### src/rtl/core101_pkg.sv
// Shared core101 definitions: PC source and fault encodings, fetch FSM states and the NOP word.
// The control unit imports the same package, so encodings stay consistent across the core.
package core101_pkg;

  typedef enum logic [1:0] {
    PC_SRC_PLUS4  = 2'b00,
    PC_SRC_BRANCH = 2'b01,
    PC_SRC_JUMP   = 2'b10,
    PC_SRC_RESET  = 2'b11
  } pc_src_t;

  typedef enum logic [1:0] {
    FAULT_NONE     = 2'b00,
    FAULT_MISALIGN = 2'b01,
    FAULT_BUS      = 2'b10
  } fault_t;

  typedef enum logic [1:0] {
    FETCH_IDLE = 2'b00,
    FETCH_REQ  = 2'b01,
    FETCH_WAIT = 2'b10,
    FETCH_DONE = 2'b11
  } fetch_state_t;

  localparam logic [31:0] NOP_WORD = 32'h0000_0013;

  typedef struct packed {
    logic        vld;
    pc_src_t     src;
    logic [31:0] target;
  } pc_pend_t;

  // Plain 32-bit add; the carry out of bit 31 is dropped so the PC wraps.
  function automatic logic [31:0] pc_plus4(input logic [31:0] pc);
    return pc + 32'd4;
  endfunction

endpackage

### src/rtl/fetch_unit_if.sv
// Control and instruction-memory signals of the fetch unit; master is the fetch unit itself,
// slave is the surrounding core (control unit, execute stage, memory).
interface fetch_unit_if;

  logic        pc_set_val_in;
  logic [1:0]  pc_src_in;
  logic        ir_set_val_in;
  logic [31:0] branch_target_in;
  logic [31:0] jump_target_in;
  logic        imem_req_valid_out;
  logic        imem_req_ready_in;
  logic [31:0] imem_addr_out;
  logic        imem_resp_valid_in;
  logic [31:0] imem_resp_data_in;
  logic        imem_resp_err_in;
  logic [31:0] pc_out;
  logic [31:0] ir_out;
  logic        fetch_busy_out;
  logic        fetch_done_out;
  logic [1:0]  fetch_fault_out;

  modport master (
    input  pc_set_val_in, pc_src_in, ir_set_val_in, branch_target_in, jump_target_in,
    input  imem_req_ready_in, imem_resp_valid_in, imem_resp_data_in, imem_resp_err_in,
    output imem_req_valid_out, imem_addr_out, pc_out, ir_out,
    output fetch_busy_out, fetch_done_out, fetch_fault_out
  );

  modport slave (
    output pc_set_val_in, pc_src_in, ir_set_val_in, branch_target_in, jump_target_in,
    output imem_req_ready_in, imem_resp_valid_in, imem_resp_data_in, imem_resp_err_in,
    input  imem_req_valid_out, imem_addr_out, pc_out, ir_out,
    input  fetch_busy_out, fetch_done_out, fetch_fault_out
  );

endinterface

### src/rtl/pc_next_sel.sv
// Combinational next-PC select (PC+4 / branch / jump with bit0 cleared / reset vector) and
// word-alignment check of the current PC; zero latency, no handshake.
module pc_next_sel
  import core101_pkg::*;
#(
  parameter logic [31:0] RESET_VECTOR = 32'h0000_0000
) (
  input  logic [31:0] pc,
  input  pc_src_t     src,
  input  logic [31:0] branch_target,
  input  logic [31:0] jump_target,
  output logic [31:0] next_pc,
  output logic        pc_misaligned
);

  always_comb begin
    next_pc = pc_plus4(pc);
    case (src)
      PC_SRC_PLUS4:  next_pc = pc_plus4(pc);
      PC_SRC_BRANCH: next_pc = branch_target;
      PC_SRC_JUMP:   next_pc = {jump_target[31:1], 1'b0};
      PC_SRC_RESET:  next_pc = RESET_VECTOR;
      default:       next_pc = pc_plus4(pc);
    endcase
  end

  assign pc_misaligned = |pc[1:0];

endmodule

### src/rtl/fetch_unit.sv
// Instruction fetch: PC/IR registers plus IDLE->REQ->WAIT->DONE fetch FSM; 3 cycles minimum from
// ir_set to done. Stalls in REQ while imem is not ready and in WAIT until a response arrives.
module fetch_unit #(
  parameter logic [31:0] RESET_VECTOR = 32'h0000_0000,
  parameter logic [31:0] NOP_WORD     = core101_pkg::NOP_WORD
) (
  input  logic         fetch_unit_clock_in,
  input  logic         fetch_unit_reset_in,
  fetch_unit_if.master bus
);
  import core101_pkg::*;

  fetch_state_t state;
  logic [31:0]  pc;
  logic [31:0]  ir;
  fault_t       fault;
  pc_pend_t     pend;
  logic         fetch_defer;
  logic         resp_got;
  logic         req_vld;
  logic         busy;
  logic         done;

  pc_src_t      live_src;
  pc_src_t      sel_src;
  logic [31:0]  sel_branch;
  logic [31:0]  sel_jump;
  logic [31:0]  next_pc;
  logic         pc_misaligned;
  logic         fetch_req;
  logic         resp_take;
  logic [31:0]  resp_word;
  fault_t       resp_fault;

  assign live_src = pc_src_t'(bus.pc_src_in);

  // A PC request in the same cycle as DONE entry beats the stored pending entry.
  assign sel_src    = bus.pc_set_val_in ? live_src             : pend.src;
  assign sel_branch = bus.pc_set_val_in ? bus.branch_target_in : pend.target;
  assign sel_jump   = bus.pc_set_val_in ? bus.jump_target_in   : pend.target;

  pc_next_sel #(
    .RESET_VECTOR (RESET_VECTOR)
  ) u_pc_next_sel (
    .pc            (pc),
    .src           (sel_src),
    .branch_target (sel_branch),
    .jump_target   (sel_jump),
    .next_pc       (next_pc),
    .pc_misaligned (pc_misaligned)
  );

  assign fetch_req = bus.ir_set_val_in || fetch_defer;

  // Responses count only from the request handshake cycle onward, and only once per fetch.
  assign resp_take = bus.imem_resp_valid_in &&
                     (((state == FETCH_REQ) && bus.imem_req_ready_in) ||
                      ((state == FETCH_WAIT) && !resp_got));

  assign resp_word  = bus.imem_resp_err_in ? NOP_WORD  : bus.imem_resp_data_in;
  assign resp_fault = bus.imem_resp_err_in ? FAULT_BUS : FAULT_NONE;

  always_ff @(posedge fetch_unit_clock_in or negedge fetch_unit_reset_in) begin
    if (!fetch_unit_reset_in) begin
      state       <= FETCH_IDLE;
      pc          <= RESET_VECTOR;
      ir          <= NOP_WORD;
      fault       <= FAULT_NONE;
      pend        <= '0;
      fetch_defer <= 1'b0;
      resp_got    <= 1'b0;
      req_vld     <= 1'b0;
      busy        <= 1'b0;
      done        <= 1'b0;
    end else begin
      done <= 1'b0;

      if (resp_take) begin
        ir       <= resp_word;
        fault    <= resp_fault;
        resp_got <= 1'b1;
      end

      case (state)
        FETCH_IDLE: begin
          if (bus.pc_set_val_in) begin
            pc <= next_pc;
          end
          // A fetch coinciding with a PC update is replayed next cycle against the new PC.
          fetch_defer <= fetch_req && bus.pc_set_val_in;
          if (fetch_req && !bus.pc_set_val_in) begin
            if (pc_misaligned) begin
              done  <= 1'b1;
              fault <= FAULT_MISALIGN;
              ir    <= NOP_WORD;
            end else begin
              state   <= FETCH_REQ;
              req_vld <= 1'b1;
              busy    <= 1'b1;
              fault   <= FAULT_NONE;
            end
          end
        end

        FETCH_REQ: begin
          if (bus.pc_set_val_in) begin
            pend.vld    <= 1'b1;
            pend.src    <= live_src;
            pend.target <= (live_src == PC_SRC_JUMP) ? bus.jump_target_in : bus.branch_target_in;
          end
          if (bus.imem_req_ready_in) begin
            state   <= FETCH_WAIT;
            req_vld <= 1'b0;
          end
        end

        FETCH_WAIT: begin
          if (bus.pc_set_val_in) begin
            pend.vld    <= 1'b1;
            pend.src    <= live_src;
            pend.target <= (live_src == PC_SRC_JUMP) ? bus.jump_target_in : bus.branch_target_in;
          end
          if (resp_got || bus.imem_resp_valid_in) begin
            state    <= FETCH_DONE;
            busy     <= 1'b0;
            done     <= 1'b1;
            resp_got <= 1'b0;
            pend     <= '0;
            if (bus.pc_set_val_in || pend.vld) begin
              pc <= next_pc;
            end
          end
        end

        FETCH_DONE: begin
          state <= FETCH_IDLE;
          if (bus.pc_set_val_in) begin
            pc <= next_pc;
          end
        end

        default: state <= FETCH_IDLE;
      endcase
    end
  end

  assign bus.imem_req_valid_out = req_vld;
  assign bus.imem_addr_out      = pc;
  assign bus.pc_out             = pc;
  assign bus.ir_out             = ir;
  assign bus.fetch_busy_out     = busy;
  assign bus.fetch_done_out     = done;
  assign bus.fetch_fault_out    = fault;

endmodule

### src/flat_wrapper.sv
// flat-port wrapper written by rule: the top's interface ports become plain ports
module fetch_unit_flat import core101_pkg::*;
#(
  parameter logic [31:0] RESET_VECTOR = 32'h0000_0000,
  parameter logic [31:0] NOP_WORD     = core101_pkg::NOP_WORD
)
  (fetch_unit_clock_in, fetch_unit_reset_in, bus_pc_set_val_in, bus_pc_src_in, bus_ir_set_val_in, bus_branch_target_in, bus_jump_target_in, bus_imem_req_ready_in, bus_imem_resp_valid_in, bus_imem_resp_data_in, bus_imem_resp_err_in, bus_imem_req_valid_out, bus_imem_addr_out, bus_pc_out, bus_ir_out, bus_fetch_busy_out, bus_fetch_done_out, bus_fetch_fault_out);
  fetch_unit_if bus_i ();
  input  logic fetch_unit_clock_in;
  input  logic fetch_unit_reset_in;
  input wire logic [$bits(bus_i.pc_set_val_in)-1:0] bus_pc_set_val_in;
  input wire logic [$bits(bus_i.pc_src_in)-1:0] bus_pc_src_in;
  input wire logic [$bits(bus_i.ir_set_val_in)-1:0] bus_ir_set_val_in;
  input wire logic [$bits(bus_i.branch_target_in)-1:0] bus_branch_target_in;
  input wire logic [$bits(bus_i.jump_target_in)-1:0] bus_jump_target_in;
  input wire logic [$bits(bus_i.imem_req_ready_in)-1:0] bus_imem_req_ready_in;
  input wire logic [$bits(bus_i.imem_resp_valid_in)-1:0] bus_imem_resp_valid_in;
  input wire logic [$bits(bus_i.imem_resp_data_in)-1:0] bus_imem_resp_data_in;
  input wire logic [$bits(bus_i.imem_resp_err_in)-1:0] bus_imem_resp_err_in;
  output wire logic [$bits(bus_i.imem_req_valid_out)-1:0] bus_imem_req_valid_out;
  output wire logic [$bits(bus_i.imem_addr_out)-1:0] bus_imem_addr_out;
  output wire logic [$bits(bus_i.pc_out)-1:0] bus_pc_out;
  output wire logic [$bits(bus_i.ir_out)-1:0] bus_ir_out;
  output wire logic [$bits(bus_i.fetch_busy_out)-1:0] bus_fetch_busy_out;
  output wire logic [$bits(bus_i.fetch_done_out)-1:0] bus_fetch_done_out;
  output wire logic [$bits(bus_i.fetch_fault_out)-1:0] bus_fetch_fault_out;
  assign bus_i.pc_set_val_in = bus_pc_set_val_in;
  assign bus_i.pc_src_in = bus_pc_src_in;
  assign bus_i.ir_set_val_in = bus_ir_set_val_in;
  assign bus_i.branch_target_in = bus_branch_target_in;
  assign bus_i.jump_target_in = bus_jump_target_in;
  assign bus_i.imem_req_ready_in = bus_imem_req_ready_in;
  assign bus_i.imem_resp_valid_in = bus_imem_resp_valid_in;
  assign bus_i.imem_resp_data_in = bus_imem_resp_data_in;
  assign bus_i.imem_resp_err_in = bus_imem_resp_err_in;
  assign bus_imem_req_valid_out = bus_i.imem_req_valid_out;
  assign bus_imem_addr_out = bus_i.imem_addr_out;
  assign bus_pc_out = bus_i.pc_out;
  assign bus_ir_out = bus_i.ir_out;
  assign bus_fetch_busy_out = bus_i.fetch_busy_out;
  assign bus_fetch_done_out = bus_i.fetch_done_out;
  assign bus_fetch_fault_out = bus_i.fetch_fault_out;
  fetch_unit #(.RESET_VECTOR(RESET_VECTOR), .NOP_WORD(NOP_WORD)) u_core (.fetch_unit_clock_in(fetch_unit_clock_in), .fetch_unit_reset_in(fetch_unit_reset_in), .bus(bus_i));
endmodule
### config.mk
export PLATFORM = sky130hd
export DESIGN_NAME = fetch_unit_flat
export DESIGN_NICKNAME = d
export VERILOG_FILES = /design/src/rtl/core101_pkg.sv /design/src/rtl/fetch_unit_if.sv /design/src/rtl/pc_next_sel.sv /design/src/rtl/fetch_unit.sv /design/src/flat_wrapper.sv
export SDC_FILE = /design/constraint.sdc
export NUM_CORES = 1
export LEC_CHECK = 0
export ABC_AREA = 1
export ABC_CLOCK_PERIOD_IN_PS = 1700
export CORE_ASPECT_RATIO = 1.1
export CORE_MARGIN = 4
export CORE_UTILIZATION = 30
export CTS_BUF_LIST = sky130_fd_sc_hd__clkbuf_16
export CTS_CLUSTER_SIZE = 8
export DETAILED_ROUTE_END_ITERATION = 7
export GPL_ROUTABILITY_DRIVEN = 0
export HOLD_SLACK_MARGIN = 0.06
export REMOVE_ABC_BUFFERS = 1
export SETUP_SLACK_MARGIN = 0.4
export SYNTH_ARGS = -nofsm -noshare
export SYNTH_HDL_FRONTEND = slang
export SYNTH_SLANG_ARGS = --single-unit
export TNS_END_PERCENT = 50
### constraint.sdc
create_clock -name fetch_unit_clock_in -period 1.7 [get_ports fetch_unit_clock_in]
set_input_delay 0.17 -clock fetch_unit_clock_in [delete_from_list [all_inputs] [get_ports fetch_unit_clock_in]]
set_output_delay 0.17 -clock fetch_unit_clock_in [all_outputs]
set_load 0.05 [all_outputs]
==> metrics.csv, run 1 <==
metric,value,unit
die_w,154,µm
drt_iter0_markers,496,
routed_wire_length_on_met3,2.02,mm
synth-async-reset-ratio,100,%
synth.lib_cells_used.distinct,36,
htree_num_levels,3,
post_dp_cell_area,0.00953,mm²
vias,7879,
crit_path_start_kind,flop,
post_synth.cell_area_avg,6.85,µm²
top_level_ports,206,
wirelength_met1,11.3,mm
worstPathCellList,inv_2 > ha_4 > buf_4 > buf_6 > inv_4 > nor2_4 > clkinv_4 > buf_12 > clkbuf_16 > nand3_1 > o21ai_1,
synth_top_cell_area_share,37.6,%
timing.final.setup_violations,11,
timing.setup.critical_path_class,reg2reg,
critical_path.reg2reg.startpoint,u_core.state[0],
grt_util_all_layers,19.8,%
layout_worst_path_cycle_share,102,%
wl_met2,13.3,mm
synthesis.instances,1020,
pin_count_of_the_biggest_net_entering_global_routing,69,
number_of_warnings_printed_during_yosys_synthesis,0,
placeableCoreArea,0.0229,mm²
ys_top_cells_by_area,"sky130_fd_sc_hd__dfrtp_1 38%, sky130_fd_sc_hd__nand2_1 14%, sky130_fd_sc_hd__nor2_1 9.0%, sky130_fd_sc_hd__o21ai_0 5.2%, sky130_fd_sc_hd__nand3_1 5.1%",
grt_pass1_vias,7654,
cts_num_sinks,108,
clock.fmax,576,MHz
grt_first_pass_wirelength,41.1,mm
synth.cells.most_frequent,"254 x sky130_fd_sc_hd__nand2_1, 167 x sky130_fd_sc_hd__nor2_1, 105 x sky130_fd_sc_hd__dfrtp_1, 81 x sky130_fd_sc_hd__inv_1, 73 x sky130_fd_sc_hd__o21ai_0",
sw_frac_of_total,51.2,%
timing.critical_path.from,u_core.state[0],
maxCapViolations,0,
number_of_antenna_violations_at_the_first_check_in_global_routing,0,
detail_route.drc_violations,0,
routed_len_inst,17.1,µm
cp_num_buf_inv,7,
count_of_final_hold_check_violations,0,
p_int,10.8,mW
power.leakage,5.14,nW
hp-class,in2async,
run_status,"complete, but fails checks",
ys_dominant_reg_cell,sky130_fd_sc_hd__dfrtp_1,
die_h,168,µm
timing.hold.ws,215,ps
seq_power_share,21.5,%
first_pass_iters,5,
report.final.slew_viol_count,0,
synth.largest_area_cell,sky130_fd_sc_hd__dfrtp_1,
slew_hr,71.7,%
crit_path_capture_type,flop,
final_cell_count_no_fill,1585,
drive_gt1_share,30.8,%
synth_seq_cells,108,
antenna_left,0,
yosys.cell_count.top_type,sky130_fd_sc_hd__nand2_1,
share_clk_of_total_power,10.1,%
drt-total-wl,27.2,mm
slowest_stage,sky130_fd_sc_hd__dfrtp_1,
post-dp-hpwl,18.9,mm
power.combinational.fraction,68.4,%
synth_edf_count,0,
die-area,0.0258,mm²
number_of_vias_per_cell,4.97,
worst_slack,-34.8,ps
post-route-cell-area,0.0112,mm²
slowest_delay,400,ps
timing.critical_path.fanout_max,6,
fin_skew,10.5,ps
num_rows,58,
clk_path_buf_depth,2,
finalNetCount,1388,
min_period,1730,ps
clk-insertion-delay-late,360,ps
pwr_density_cell,1980,mW/mm²
cts_root_buffer,sky130_fd_sc_hd__clkbuf_16,
tritoncts.num_buffers,9,
topRoutingLayerUsed,met4,
syn2layout_area_growth,59.8,%
port_buffer_count,205,
crit_family,buffers and inverters,
utilization,48.7,%
globalRoute.totalOverflow,0,
clk_pin_slew_worst_paths,80,ps
grt_setup_unrepaired,true,
worst_slew_pin_slew,424,ps
netlist_area,0.00699,mm²
place.detailed.instances,1533,
tritoncts_clock_tree,done,
initial_core_utilization,30.5,%
vdd.ir_drop.worst,1.49,mV
crit_required,1950,ps
net_switching_component_of_the_power,11.3,mW
violations_in_the_final_reports,setup timing,
yosysSeqAreaShare,38.7,%
totalPowerFinal,22.1,mW
timing.critical_path.arrival,1980,ps
-- timing repair --
item	in CTS	in global routing
gates resized for setup	290	112
hold buffers	1	0
buffers inserted	14	10
gates cloned	7	3
endpoints found under the setup margin	157	166
endpoints found under the hold margin	75	0
pin swaps	39	47
-- routing by layer --
layer | vias to the layer above | global-route usage [%]
li1 | 3824 | -
met1 | 3699 | 25.7
met2 | 319 | 33.9
met3 | 37 | 4.14
met4 | 0 | 4.49
met5 | - | 0
-- cell usage in the layout, fill, tap and decap left out, types with 12 or more instances in the layout --
| cell | n |
|---|---|
| sky130_fd_sc_hd__nand2_1 | 239 |
| sky130_fd_sc_hd__a22oi_2 | 28 |
| sky130_fd_sc_hd__nor2_2 | 14 |
| sky130_fd_sc_hd__o21ai_1 | 34 |
| sky130_fd_sc_hd__clkbuf_16 | 12 |
| sky130_fd_sc_hd__nand3_2 | 20 |
| sky130_fd_sc_hd__buf_2 | 21 |
| sky130_fd_sc_hd__buf_12 | 15 |
| sky130_fd_sc_hd__o21ai_0 | 42 |
| sky130_fd_sc_hd__clkdlybuf4s50_1 | 102 |
| sky130_fd_sc_hd__a21oi_1 | 48 |
| sky130_fd_sc_hd__nand2_2 | 12 |
| sky130_fd_sc_hd__dfrtp_1 | 97 |
| sky130_fd_sc_hd__inv_1 | 74 |
| sky130_fd_sc_hd__nor2_1 | 148 |
| sky130_fd_sc_hd__buf_6 | 47 |
| sky130_fd_sc_hd__buf_4 | 120 |
| sky130_fd_sc_hd__nand3_1 | 51 |
| sky130_fd_sc_hd__o21ai_2 | 13 |
-- worst paths after layout --
kind / slack (ps) / cells past startpoint / endpoint
max: -30 / 11 / u_core.pend[3]
min: 210 / 2 / u_core.bus.ir_out[7]
max reg2reg: -30 / 11 / u_core.pend[3]
min reg2reg: 480 / 2 / u_core.pend[18]
max in group asynchronous: 770 / 3 / u_core.bus.imem_addr_out[22]
min in group fetch_unit_clock_in: 270 / 3 / u_core.pend[34]
-- sequential cells by signal, summed over array words and instances (netlist names), 2 cells and up --
name                        flops
u_core.state                    2
u_core.bus.imem_addr_out       32
u_core.bus.fetch_fault_out      2
u_core.pend                    35
u_core.bus.ir_out              32
-- final cells by class --
class | instances | area (µm²)
Antenna cell | 1 | 2.50
Multi-Input combinational cell | 746 | 4110
Clock buffer | 9 | 225
Sequential cell | 108 | 2720
Timing Repair Buffer | 329 | 3300
Fill cell | 2270 | 11800
Tap cell | 300 | 375
Inverter | 84 | 350
Timing Repair inverter | 1 | 6.26
Clock inverter | 7 | 80.1
-- kinds of logic (layout without fill, tap and decap cells) --
| family | count (synthesis) | after routing | share of synthesized area (%) |
|---|---|---|---|
| adder cells (fa/ha/maj) | 4 | 4 | 0.716 |
| buffers and inverters | 166 | 430 | 11.2 |
| AO/OA/AOI/OAI | 214 | 214 | 18.0 |
| XOR/XNOR | 7 | 7 | 0.877 |
| flip-flops | 108 | 108 | 38.7 |
| AND/OR/NAND/NOR | 521 | 521 | 30.4 |
| other | 0 | 1 | 0 |
-- power by group through the flow --
stage | combinational [mW] | clock [mW] | sequential, mW
2_1_floorplan | 3.86 | 0 | 8.26
3_3_place_gp | 12.2 | 0 | 4.64
3_5_place_dp | 12.3 | 0 | 4.67
4_1_cts | 14.2 | 2.28 | 4.73
5_1_grt | 16.1 | 2.39 | 4.91
6_report | 15.1 | 2.23 | 4.76
-- per-stage QoR --
stage,setup TNS [ps],setup WS (ps)
finish,-274,-34.8
CTS,-0.0664,-0.0664
global route,-2530,-108
floorplan,-78910,-1110
detailed placement,-2630,-195
global placement,-1720,-186
(Power assumes the default switching activity.)
==> inputs of run 2 (changes only) <==
CAP_MARGIN = 10   (was not set)
==> results of run 2 <==
Same layout as run 1: the final DEF is identical, and so are final timing and power.
